<file path="src/rtl/instru_mem_writer_pkg.sv">
// Shared Y86-64 encoding constants, FSM state type and the byte-image encoder
// used by the instruction memory writer.
package instru_mem_writer_pkg;

   localparam int DATA_WID = 64;
   localparam int ENC_WID  = 80;

   localparam logic [3:0] I_HALT   = 4'h0;
   localparam logic [3:0] I_NOP    = 4'h1;
   localparam logic [3:0] I_RRMOVQ = 4'h2;
   localparam logic [3:0] I_IRMOVQ = 4'h3;
   localparam logic [3:0] I_RMMOVQ = 4'h4;
   localparam logic [3:0] I_MRMOVQ = 4'h5;
   localparam logic [3:0] I_OPQ    = 4'h6;
   localparam logic [3:0] I_JXX    = 4'h7;
   localparam logic [3:0] I_CALL   = 4'h8;
   localparam logic [3:0] I_RET    = 4'h9;
   localparam logic [3:0] I_PUSHQ  = 4'hA;
   localparam logic [3:0] I_POPQ   = 4'hB;
   localparam logic [3:0] RNONE    = 4'hF;

   typedef enum logic {
      S_IDLE = 1'b0,
      S_EMIT = 1'b1
   } state_t;

   // Byte 0 sits in bits [7:0]; bytes are emitted from the low end upward.
   function automatic logic [ENC_WID-1:0] encode(
      input logic [3:0]          icode,
      input logic [3:0]          ifun,
      input logic [3:0]          ra,
      input logic [3:0]          rb,
      input logic [DATA_WID-1:0] valc,
      input logic                has_reg
   );
      if (has_reg)
         encode = {valc, ra, rb, icode, ifun};
      else
         encode = {8'h00, valc, icode, ifun};
   endfunction

endpackage

</file>
<file path="src/rtl/instru_mem_writer_len.sv">
// instru_len: combinational icode -> encoded length, legality and
// register-byte presence. Shared with the fetch-side PC increment.
import instru_mem_writer_pkg::*;

module instru_len (
   input  logic [3:0] icode,
   output logic [3:0] len,
   output logic       legal,
   output logic       has_reg
);

   // Length table; icodes C..F are illegal and report len 0.
   always_comb begin
      len     = 4'd0;
      legal   = 1'b1;
      has_reg = 1'b0;
      case (icode)
         I_HALT, I_NOP, I_RET:                len = 4'd1;
         I_RRMOVQ, I_OPQ, I_PUSHQ, I_POPQ: begin
            len     = 4'd2;
            has_reg = 1'b1;
         end
         I_JXX, I_CALL:                       len = 4'd9;
         I_IRMOVQ, I_RMMOVQ, I_MRMOVQ: begin
            len     = 4'd10;
            has_reg = 1'b1;
         end
         default:                             legal = 1'b0;
      endcase
   end

endmodule

</file>
<file path="src/rtl/instru_mem_writer.sv">
// instru_mem_writer: encodes one Y86-64 instruction tuple per handshake and
// writes it byte-serially, little-endian, into byte-wide instruction memory.
// Optional build macro INSTRU_WRITER_RNONE_EN forces unused register nibbles
// (rA of irmovq, rB of pushq/popq) to RNONE.
//
// state  | meaning
// S_IDLE | ready for a tuple; restart and rejection handled here
// S_EMIT | one byte written per cycle, rem counts bytes still to go
import instru_mem_writer_pkg::*;

module instru_mem_writer #(
   parameter int ADDR_WID  = 11,
   parameter int BASE_ADDR = 0
) (
   input  logic                clk,
   input  logic                rst,
   input  logic                restart,
   input  logic                in_valid,
   output logic                in_ready,
   input  logic [3:0]          icode,
   input  logic [3:0]          ifun,
   input  logic [3:0]          rA,
   input  logic [3:0]          rB,
   input  logic [DATA_WID-1:0] valC,
   output logic                wr_en,
   output logic [ADDR_WID-1:0] wr_addr,
   output logic [7:0]          wr_data,
   output logic [ADDR_WID-1:0] wr_ptr,
   output logic                err,
   output logic                err_ovf
);

   localparam logic [ADDR_WID-1:0] BASE  = ADDR_WID'(BASE_ADDR);
   localparam logic [ADDR_WID:0]   LIMIT = (ADDR_WID+1)'(1) << ADDR_WID;

   state_t               state;
   logic [3:0]           rem;
   logic [ENC_WID-9:0]   shreg;

   logic [3:0]           len;
   logic                 legal;
   logic                 has_reg;
   logic [3:0]           ra_eff;
   logic [3:0]           rb_eff;
   logic [ENC_WID-1:0]   enc;
   logic [ADDR_WID:0]    end_sum;

   instru_len u_len (
      .icode   (icode),
      .len     (len),
      .legal   (legal),
      .has_reg (has_reg)
   );

   // Register nibble substitution and byte-image build for the offered tuple.
   always_comb begin
      ra_eff = rA;
      rb_eff = rB;
`ifdef INSTRU_WRITER_RNONE_EN
      if (icode == I_IRMOVQ)
         ra_eff = RNONE;
      if (icode == I_PUSHQ || icode == I_POPQ)
         rb_eff = RNONE;
`endif
      enc     = encode(icode, ifun, ra_eff, rb_eff, valC, has_reg);
      end_sum = {1'b0, wr_ptr} + {{(ADDR_WID-3){1'b0}}, len};
   end

   assign in_ready = (state == S_IDLE) && !restart;

   // Accept/reject in IDLE, then shift the encoded image out one byte per cycle.
   always_ff @(posedge clk) begin
      if (rst) begin
         state   <= S_IDLE;
         wr_ptr  <= BASE;
         wr_en   <= 1'b0;
         wr_addr <= '0;
         wr_data <= '0;
         err     <= 1'b0;
         err_ovf <= 1'b0;
         rem     <= '0;
         shreg   <= '0;
      end else begin
         err     <= 1'b0;
         err_ovf <= 1'b0;
         case (state)
            S_IDLE: begin
               wr_en <= 1'b0;
               if (restart) begin
                  wr_ptr <= BASE;
               end else if (in_valid) begin
                  if (!legal) begin
                     err     <= 1'b1;
                     err_ovf <= 1'b0;
                  end else if (end_sum > LIMIT) begin
                     err     <= 1'b1;
                     err_ovf <= 1'b1;
                  end else begin
                     state   <= S_EMIT;
                     wr_en   <= 1'b1;
                     wr_addr <= wr_ptr;
                     wr_data <= enc[7:0];
                     shreg   <= enc[ENC_WID-1:8];
                     rem     <= len - 4'd1;
                  end
               end
            end
            S_EMIT: begin
               if (rem == 4'd0) begin
                  // Overflow was excluded at accept, so +1 only truncates on an exact fit.
                  wr_en  <= 1'b0;
                  wr_ptr <= wr_addr + ADDR_WID'(1);
                  state  <= S_IDLE;
               end else begin
                  wr_addr <= wr_addr + ADDR_WID'(1);
                  wr_data <= shreg[7:0];
                  shreg   <= {8'h00, shreg[ENC_WID-9:8]};
                  rem     <= rem - 4'd1;
               end
            end
            default: state <= S_IDLE;
         endcase
      end
   end

endmodule

</file>
<file path="config.mk">
export PLATFORM = sky130hd
export DESIGN_NAME = instru_mem_writer
export DESIGN_NICKNAME = d
export VERILOG_FILES = /design/src/rtl/instru_mem_writer_pkg.sv /design/src/rtl/instru_mem_writer_len.sv /design/src/rtl/instru_mem_writer.sv
export SDC_FILE = /design/constraint.sdc
export NUM_CORES = 1
export LEC_CHECK = 0
export ABC_CLOCK_PERIOD_IN_PS = 4200
export CAP_MARGIN = 20
export CORE_MARGIN = 2
export CORE_UTILIZATION = 51
export CTS_CLUSTER_DIAMETER = 30
export DETAILED_ROUTE_END_ITERATION = 16
export PLACE_DENSITY_LB_ADDON = 0.2
export RECOVER_POWER = 25
export SETUP_SLACK_MARGIN = 0.15
export SYNTH_ARGS = -nofsm -noshare
export SYNTH_HDL_FRONTEND = slang
export SYNTH_SLANG_ARGS = --single-unit
</file>
<file path="constraint.sdc">
create_clock -name clk -period 4.2 [get_ports clk]
set_input_delay 0.84 -clock clk [delete_from_list [all_inputs] [get_ports clk]]
set_output_delay 0.84 -clock clk [all_outputs]
set_load 0.005 [all_outputs]
</file>
==> results.ini <==
[sta]
layout_worst_path_cycle_share = 0.9281
final-hold-violation-count = 0
holdWs_ns = 0.4637
grt_setup_unrepaired = yes
maxSlewHeadroom = -0.7640
timing.final.max_slew_violations = 70
finalWorstSetupSlack_ns = 0.3020
worst-slew-pin-transition_ns = 2.646
setup_violators_final = 0
shortest_period_the_worst_path_allows_ns = 3.898
finClkSkew_ns = 0.01389
achievable-frequency_mhz = 256.5

[floorplan]
rows = 40
die_w_um = 114.7
initial_core_util = 0.5224
fp.coreArea_sq_mm = 0.01196
design.die.area_sq_mm = 0.01315
io_pins = 118
die_h_um = 114.7

[yosys]
count_of_warnings_emitted_by_yosys = 0
synthesis.area_per_instance_sq_um = 7.528
mappedNetlistArea_sq_mm = 0.006248
yosysTopAreaCellShare = 0.3524
synth-seq-area-share = 0.3524
synthArstFlopShare = 0
synthTopCellsByArea = sky130_fd_sc_hd__dfxtp_1 35%, sky130_fd_sc_hd__o21ai_0 12%, sky130_fd_sc_hd__mux2i_1 11%
post-synth-top-count-cell = sky130_fd_sc_hd__o21ai_0
netlist_instances = 830
ys_types = 55
post-synth-top-area-cell = sky130_fd_sc_hd__dfxtp_1
synth_enable_flop_cells = 0
synth_ff_type = sky130_fd_sc_hd__dfxtp_1
ys_seq_elements = 110
net_count_synth = 920
synth_common_cells = 155 x sky130_fd_sc_hd__o21ai_0, 110 x sky130_fd_sc_hd__dfxtp_1, 102 x sky130_fd_sc_hd__a21oi_1, 100 x sky130_fd_sc_hd__nand2_1, 92 x sky130_fd_sc_hd__nand3_1

[clock_tree]
clk_path_buf_depth = 2
postCtsSetupRepairBufs = 0
cts-htree-levels = 3
cts_tree = built
clock-root-buffer = sky130_fd_sc_hd__clkbuf_16
cts_num_sinks = 110
path_clk_slew_ns = 0.07
insertion_delay_ns = 0.36
tritoncts.num_buffers = 9

[drt]
drcViolationCount = 0
wl_per_cell_um = 17.70
first_pass_iters = 5
initialDrtViolationCount = 823
drtAntennaViolNets = 0
totalWireLength_um = 18520
via_per_inst = 6.154
detailroute.via_count = 6437

[job]
drv.max_cap_violation_count = 1

[status]
violated_checks = max-capacitance violations, max-slew violations
run_status = finished, violations left

[worst_setup_path]
ws_path_type = input port to flop
critPathSlowestCell = sky130_fd_sc_hd__clkdlybuf4s50_1
timing.critical_path.cells = clkdlybuf4s50_1 -> nor2b_1 -> a31o_2 -> ha_1 -> fa_1 -> a31oi_1 -> nor3b_1 -> o32a_1 -> and4_4 -> buf_16 -> o21ai_0 -> a21oi_1
cp-start-kind = input port
cp.arrival_ns = 4.18
worstPathRequired_ns = 4.48
worst_path_largest_cell_delay_ns = 0.48
critical_path.max_fanout = 62
timing.critical_path.to_type = flop

[pwr]
vdd_ir_drop_max_mv = 0.1949
power_density_mw_per_mm2 = 338.2
totalPowerFinal_mw = 2.627
power.leakage_nw = 2.752

[final_layout]
num-fill-cells = 1077
layout.core_utilization = 0.6493
area.growth.synth_to_final_pct = 24.29
design_area_sq_mm = 0.007766
design.final.nets = 984
layout-drive-gt1-share = 0.05784
num_antenna_cells = 0

[placed_design]
placement.setup.worst_slack_ns = -0.004579
dp_hpwl_um = 11970
port_buffers = 117
placement.cell_area_sq_mm = 0.007453
globalplace.congestion = 0.9000

[global_route]
gr-total-overflow = 0
grt_pass1_wl_um = 29620
largest_net_degree_at_the_start_of_global_routing = 77
gr-usage-all-layers = 0.2768
initial_antenna_violation_count = 0
grt_pass1_vias = 5988

[worst_hold_path]
hold_path_class = flop to flop

[placed cells by master (no fill, tap or decap), drive strengths merged, types with 3 or more instances in the layout]
cell	instances
o21ai	156
dfxtp	110
a21oi	103
nand2	100
nand3	92
clkdlybuf4s50	91
mux2i	68
dlygate4sd3	25
buf	17
nor2	14
nor3	11
clkbuf	11
nand4	10
mux2	10
inv	8
xnor2	6
or3	5
ha	5
clkinv	4
xor2	3
and3	3
nor3b	3
a21o	3
a211oi	3
[stage by stage]
step | setup TNS [ns] | std cells
global route | 0 | 1046
floorplan | 0 | 830
CTS | 0 | 1046
finish | 0 | 1046
detailed placement | -0.004579 | 1030
global placement | 0 | 1030
[sequential cells by signal, summed over array words and instances, names as in the netlist]
register,count
wr_data,8
err,1
err_ovf,1
shreg,72
rem,4
wr_addr,11
state,1
wr_en,1
wr_ptr,11
[path summary, 6_finish.rpt]
path	start	end	slack [ns]	cells past startpoint
setup / recovery	icode[2]	wr_data[0]$_SDFFE_PP0P_	0.30	12
hold / removal	wr_en$_SDFFE_PP0P_	wr_en$_SDFFE_PP0P_	0.46	2
setup reg to reg	state$_SDFF_PP0_	wr_ptr[10]$_SDFFE_PP0P_	0.48	5
hold reg to reg	wr_en$_SDFFE_PP0P_	wr_en$_SDFFE_PP0P_	0.46	2
[where the power goes]
group / internal (mW) / total, mW / leakage [nW] / switching (mW)
clock: 0.478 / 0.915 / 0.152 / 0.437
combinational: 0.244 / 0.552 / 1.70 / 0.307
sequential: 1.11 / 1.16 / 0.896 / 0.0467
total: 1.84 / 2.63 / 2.75 / 0.791
[kinds of logic after synthesis]
logic type | count (synthesis) | share of synthesized area
AND/OR/NAND/NOR | 248 | 0.1840
AO/OA/AOI/OAI | 290 | 0.2491
multiplexers | 78 | 0.1270
buffers and inverters | 89 | 0.06167
adder cells (fa/ha/maj) | 6 | 0.01322
XOR/XNOR | 9 | 0.01262
flip-flops | 110 | 0.3524
[cell type report]
| class | count | area, sq um | share of cell area |
|---|---|---|---|
| multi-input combinational | 631 | 3685 | 0.4745 |
| clock buffer | 9 | 225.2 | 0.02900 |
| tap | 147 | 183.9 | 0.02368 |
| clock inverter | 7 | 88.84 | 0.01144 |
| sequential | 110 | 2203 | 0.2837 |
| inverter | 7 | 26.28 | 0.003383 |
| timing repair buffer | 135 | 1354 | 0.1743 |
[per-layer routing]
layer / part of all wire / global-route usage / up-vias
met5: 0 / 0 / -
met4: 0.023 / 0.09799 / 0
met3: 0.059 / 0.03070 / 38
met2: 0.47 / 0.4481 / 247
met1: 0.45 / 0.3833 / 3038
li1: - / - / 3114
[worst max-delay path: cells and delay by family]
kind	cells	cell delay, ns
adders and majority gates	2	0.64
buffers and inverters	2	0.75
AOI/OAI and AO/OA	5	1.12
and+or+nand+nor	3	0.79
[repair_timing]
| item | 4_1_cts | 5_1_grt |
|---|---|---|
| gates resized for setup | 0 | 2 |
| endpoints found under the setup margin | 0 | 6 |
| hold buffers | 0 | 0 |
| endpoints found under the hold margin | 0 | 0 |
(Power assumes the default switching activity.)
